**src/rtl/sdf_split_1i_2o.sv**
```systemverilog
// sdf_split_1i_2o: SDF actor, 1 token in / 1 token out per firing.
// Alternates tokens between flux 0 (even tokens since reset) and
// flux 1 (odd tokens). A token is read from the upstream FIFO, captured
// one cycle later, then written to the selected downstream FIFO.
// Optional build macro SDF_SPLIT_BCAST_EN turns the block into a
// broadcaster: every token is written to both fluxes in the same cycle,
// and only when both downstream FIFOs have room.
module sdf_split_1i_2o #(
  parameter int WIDTH = 8
) (
  input  logic             ck,
  input  logic             rst,
  input  logic             in_empty,
  output logic             in_read,
  input  logic [WIDTH-1:0] in_data,
  input  logic             out0_full,
  output logic             out0_wr,
  output logic [WIDTH-1:0] out0_data,
  input  logic             out1_full,
  output logic             out1_wr,
  output logic [WIDTH-1:0] out1_data
);

  typedef enum logic [1:0] {
    IDLE = 2'd0,
    CAP  = 2'd1,
    WR   = 2'd2
  } state_t;

  state_t           state;
  state_t           state_nxt;
  logic [WIDTH-1:0] data_r;
  logic             wr_go;

`ifdef SDF_SPLIT_BCAST_EN
  // Broadcast: the write happens only when both fluxes can accept it.
  always_comb begin
    wr_go = !out0_full && !out1_full;
  end
`else
  logic sel;

  // Alternating: only the selected flux's full matters; the other one
  // is ignored so the alternation order can never be skipped.
  always_comb begin
    wr_go = sel ? !out1_full : !out0_full;
  end

  // Destination selector flips after every completed write.
  always_ff @(posedge ck) begin
    if (!rst) begin
      sel <= 1'b0;
    end else if (state == WR && wr_go) begin
      // NOTE: state registers use non-blocking assignments so every
      // always_ff sees pre-edge values regardless of evaluation order.
      sel <= ~sel;
    end
  end
`endif

  // State register.
  always_ff @(posedge ck) begin
    if (!rst) begin
      state <= IDLE;
    end else begin
      state <= state_nxt;
    end
  end

  // Next-state logic.
  always_comb begin
    // NOTE: default first so every path assigns state_nxt and no latch
    // is inferred.
    state_nxt = state;
    unique case (state)
      IDLE: if (!in_empty) state_nxt = CAP;
      CAP:  state_nxt = WR;
      WR: begin
        if (wr_go) begin
          state_nxt = in_empty ? IDLE : CAP;
        end
      end
      default: state_nxt = IDLE;
    endcase
  end

  // Strobe outputs: combinational from state, selector and fulls.
  always_comb begin
    in_read = 1'b0;
    out0_wr = 1'b0;
    out1_wr = 1'b0;
    unique case (state)
      IDLE: in_read = !in_empty;
      WR: begin
        if (wr_go) begin
          in_read = !in_empty;
`ifdef SDF_SPLIT_BCAST_EN
          out0_wr = 1'b1;
          out1_wr = 1'b1;
`else
          out0_wr = !sel;
          out1_wr = sel;
`endif
        end
      end
      default: ;
    endcase
  end

  // Token capture: in_data is valid the cycle after in_read, i.e. in CAP.
  always_ff @(posedge ck) begin
    if (!rst) begin
      // NOTE: data_r is a single register, not a memory, so clearing it
      // on reset is cheap and gives deterministic output data.
      data_r <= '0;
    end else if (state == CAP) begin
      data_r <= in_data;
    end
  end

  assign out0_data = data_r;
  assign out1_data = data_r;

endmodule

```
**config.mk**
```make
export PLATFORM = sky130hd
export DESIGN_NAME = sdf_split_1i_2o
export DESIGN_NICKNAME = d
export VERILOG_FILES = /design/src/rtl/sdf_split_1i_2o.sv
export SDC_FILE = /design/constraint.sdc
export NUM_CORES = 1
export LEC_CHECK = 0
export BUFFER_PORTS_ARGS = -buffer_cell sky130_fd_sc_hd__buf_2
export CORE_AREA = 2 2 39 41
export CTS_BUF_LIST = sky130_fd_sc_hd__clkbuf_4
export DETAILED_ROUTE_END_ITERATION = 12
export DIE_AREA = 0 0 41 43
export MAX_ROUTING_LAYER = met4
export PLACE_DENSITY_LB_ADDON = 0.2
export SYNTH_ARGS = -nofsm -noshare
export SYNTH_HDL_FRONTEND = slang
export SYNTH_SLANG_ARGS = --single-unit
```
**constraint.sdc**
```tcl
create_clock -name ck -period 1.4 [get_ports ck]
set_input_delay 0.14 -clock ck [delete_from_list [all_inputs] [get_ports ck]]
set_output_delay 0.14 -clock ck [all_outputs]
set_load 0.02 [all_outputs]
```
**Word-level counts from Yosys, hierarchy flattened**

Index checks and enable logic that the tools add are counted.

- Logic and storage cells: 26
- Input port bits: 13
- Register bits after elaboration: 11
- Output and inout port bits: 19

- Multiplexer cells: 11
- Eq/ne operators: 4
- Bitwise gates (word level): 1
- Reductions and logical operators: 7

Operators with widths:

| kind | count |
|---|---|
| $mux 1 | 7 |
| $pmux 2 s3 | 1 |
| $logic_not 1->1 | 4 |
| $mux 2 | 2 |
| $ne 2x2->1 const B | 2 |
| $eq 2x1->1 const B | 1 |
| $eq 2x2->1 const B | 1 |
| $logic_not 2->1 | 1 |
| $pmux 1 s2 | 1 |
| $reduce_and 2->1 | 1 |
| $logic_and 1x1->1 | 1 |
| $not 1->1 | 1 |

**Logic depth before layout (Yosys ltp)**

- Word-level depth: 4
- Gate-level depth with buffers: 4

**Worst setup path before layout**

Ideal clock, no wire load.

- Path type: flip-flop to output port
- Start: reg sel
- End: out in_read
- Data required time: 1.260 ns
- Cell stages (with the launch flop): 4
- Data arrival time: 1.131 ns
- Slack: 0.129 ns
- Cells stage by stage: dfxtp_1 mux2i_1 nor2b_1 nor3_1

- Cells in the longest elaborated chain, start to end: 3

Ends and longest elaborated chain:

| what | RTL line | RTL |
|---|---|---|
| start, declared | 41 | `logic sel;` |
| start signal, assigned | 56 | `sel <= ~sel;` |
| $mux 1 | 46 | `wr_go = sel ? !out1_full : !out0_full;` |
| $mux 1 | 95 | `if (wr_go) begin` |
| $pmux 1 s2 | 92 | `unique case (state)` |
| end, declared | 14 | `output logic in_read,` |

No other way between the ends.

**Worst setup path in the final report**

Ends and elaborated chain as after synthesis.

==> qor.yml <==
timing:
  finalSetupViolations: 0
  layout_setup_ws_ns: 0.0466
  relSlewSlack: 0.771
  final-max-slew-violation-count: 0
  timing.hold.ws_ns: 0.0564
  finalSetupTns_ns: 0
  hold_violations: 0
  rsz0062_at_grt: "true"
  post-route-min-period_ns: 1.35
  fin_crit_sh: 0.967
  worstMarginPinSlew_ns: 0.343
  fmax_mhz: 739
  clock_skew_ns: 0.00138
worst_hold_path:
  min_from: "in_empty"
  hp-class: "input port to register"
  min_path_cells: 2
  min_to: "state[0]"
placed_design:
  gp_congestion: 0.664
  place_inst: 97
  port_buffers: 31
  pre_cts_ws_ns: 0.235
  dp_hpwl_um: 738
global_route:
  grt_use_met2: 0.172
  grt_pass1_vias: 352
  grt_max_degree: 13
  grt_use_met1: 0.166
  grtUsageTotal: 0.125
  use_met3: 0.0314
  grt_remaining_overflow: 0
  grt_pass1_wl_um: 1440
  antenna_found_initial: 0
  gr-max-usage-layer: "met2"
critical_path:
  arrival_ns: 1.21
  rr_worst_depth: 3
  r2r-end: "state[1]"
  cp_slowest_stage_delay_ns: 0.34
  required_ns: 1.26
  worst_setup_path_end_kind: "output pin"
  startpoint_type: "register"
  path_delay_family: "flip-flops"
  r2r_start: "state[1]"
  r2r_slack_ns: 0.28
  crit_path_start: "sel"
  cp_cell_sequence: "mux2i_1, nor2b_1, nor3_1, buf_2"
  cp_num_buf_inv: 1
  slowest_stage: "dfxtp_2"
  cp_max_fo: 2
  crit_type: "register to output pin"
synth:
  synth_area_leaders: "dfxtp_1, a21boi_2, buf_4"
  synth_cells: 59
  synth_seq_cells: 11
  synth_edf_count: 0
  synth_top_area_cell: "dfxtp_1"
  yosys_warnings: 0
  synth_nets: 72
  synth_area_um2: 551
  synth.most_common_cell: "nand2_1"
  synth_seq_area_share: 0.400
  ys_types: 15
  netlist.area_leader.share: 0.400
  ys.flop_type: "dfxtp_1"
  syn-mean-instance-area_um2: 9.33
  ys_top_cells_by_count: "nand2_1, dfxtp_1, buf_4"
  async_flop_share: 0
clock_tree:
  ctsHtreeMaxLevel: 1
  cts_tree: "done"
  insertion_delay_ns: 0.26
  numCtsBuffers: 3
  clk_pin_slew_ns: 0.07
  cts_root_buffer: "clkbuf_4"
  cts_sinks: 11
  clockBufferDepth: 2
routing:
  drt_wl_total_um: 1010
  vias: 463
  drtIter0Drc: 1
  postRouteAntennaNets: 0
  drc: 0
  drt_pre_antenna_iters: 2
  wl_per_cell_um: 9.66
  vias_per_cell: 4.45
power:
  p_sw_w: 0.000190
  sw_frac_of_total: 0.268
  sequentialPowerShare: 0.481
  clkPwrFrac: 0.326
  p_int_w: 0.000519
  leakagePower_nw: 0.348
  pwr-share-comb: 0.194
  pwr_density_cell_mw_per_mm2: 977
  worst_ir_drop_vdd_v: 0.000514
finish:
  final_layout_size_suffix_gt1_frac: 0.602
  nFillCells: 150
  area_growth_pct: 31.8
  insertedDiodeCount: 0
  num-nets-final: 102
  post-route-util: 0.524
  stdcell_count: 104
floorplan:
  initial_core_util: 0.398
  core_mm2: 0.00138
  rows: 14
  io_pins: 32
  die_y_um: 43
  dieArea_mm2: 0.00176
  die-width_um: 41
status:
  status: "finished clean"
job:
  max_cap_violations: 0
-- area by class of cell --
| cell class | instances | area (µm²) | area share |
|---|---|---|---|
| timing repair buffer | 36 | 195 | 0.269 |
| clock buffer | 4 | 30.0 | 0.0414 |
| sequential | 11 | 221 | 0.305 |
| multi-input combinational | 37 | 259 | 0.357 |
| tap | 16 | 20.0 | 0.0276 |
-- stage by stage --
stage               power, W  instance area (µm²)
floorplan           0.000446                  551
global placement    0.000480                  662
detailed placement  0.000481                  662
CTS                 0.000717                  701
global route        0.000751                  726
finish              0.000709                  726
-- flip-flops by register name, summed over array words and instances (netlist names) --
name / cells
state: 2
sel: 1
out0_data: 8
-- worst register-to-register path: cells and delay by family, from the launching register on --
family          cells  cell delay, ns
compound gates      1            0.10
flops               1            0.42
simple gates        2            0.50
-- layer usage --
layer / up-vias / wire (µm)
li1: 242 / -
met1: 205 / 463
met2: 16 / 469
met3: 0 / 72
met4: 0 / 0
met5: - / 0
-- power groups by stage --
stage,clock network (W),registers (W),logic (W)
after detailed placement,0,0.000348,0.000134
after global routing,0.000257,0.000343,0.000151
after floorplan,0,0.000361,0.0000850
after global placement,0,0.000347,0.000133
final,0.000231,0.000341,0.000137
after CTS,0.000241,0.000340,0.000136
-- how the worst max path moves through the flow --
stage | end | slack, ns | cells after the start
3_3_place_gp | in_read | 0.26 | 4
4_1_cts | in_read | 0.02 | 4
3_5_place_dp | in_read | 0.23 | 4
5_1_grt | in_read | -0.01 | 4
2_1_floorplan | in_read | 0.13 | 3
6_report | in_read | 0.05 | 4
-- cells in the final DEF, fill, tap and decap left out --
| cell type | netlist | final |
|---|---|---|
| mux2i_1 | 1 | 1 |
| a21boi_2 | 8 | 8 |
| buf_2 | 0 | 30 |
| dfxtp_1 | 11 | 10 |
| nand2_1 | 17 | 17 |
| nand2b_4 | 0 | 1 |
| nor4b_2 | 1 | 1 |
| nor3_2 | 1 | 1 |
| dfxtp_2 | 0 | 1 |
| o21ai_1 | 1 | 1 |
| o2bb2ai_1 | 1 | 1 |
| nor3_1 | 1 | 1 |
| nor2b_1 | 2 | 2 |
| nor3b_2 | 1 | 1 |
| and2_1 | 1 | 1 |
| clkbuf_4 | 0 | 4 |
| nand2b_1 | 2 | 1 |
| buf_4 | 10 | 6 |
-- kinds of logic (layout without fill, tap and decap cells) --
| family | after synthesis | count (layout) | share of synthesized area |
|---|---|---|---|
| buffers and inverters | 11 | 40 | 0.143 |
| flip-flops | 11 | 11 | 0.400 |
| multiplexers | 1 | 1 | 0.0182 |
| AO/OA/AOI/OAI | 10 | 10 | 0.189 |
| AND/OR/NAND/NOR | 26 | 26 | 0.250 |
-- repair_timing --
item	in CTS	in global routing
pin swaps	0	1
setup buffers	1	2
gates resized for setup	1	2
hold buffers	0	0
setup endpoints to repair	1	2
Note: power is estimated with default switching activity, not from simulation.
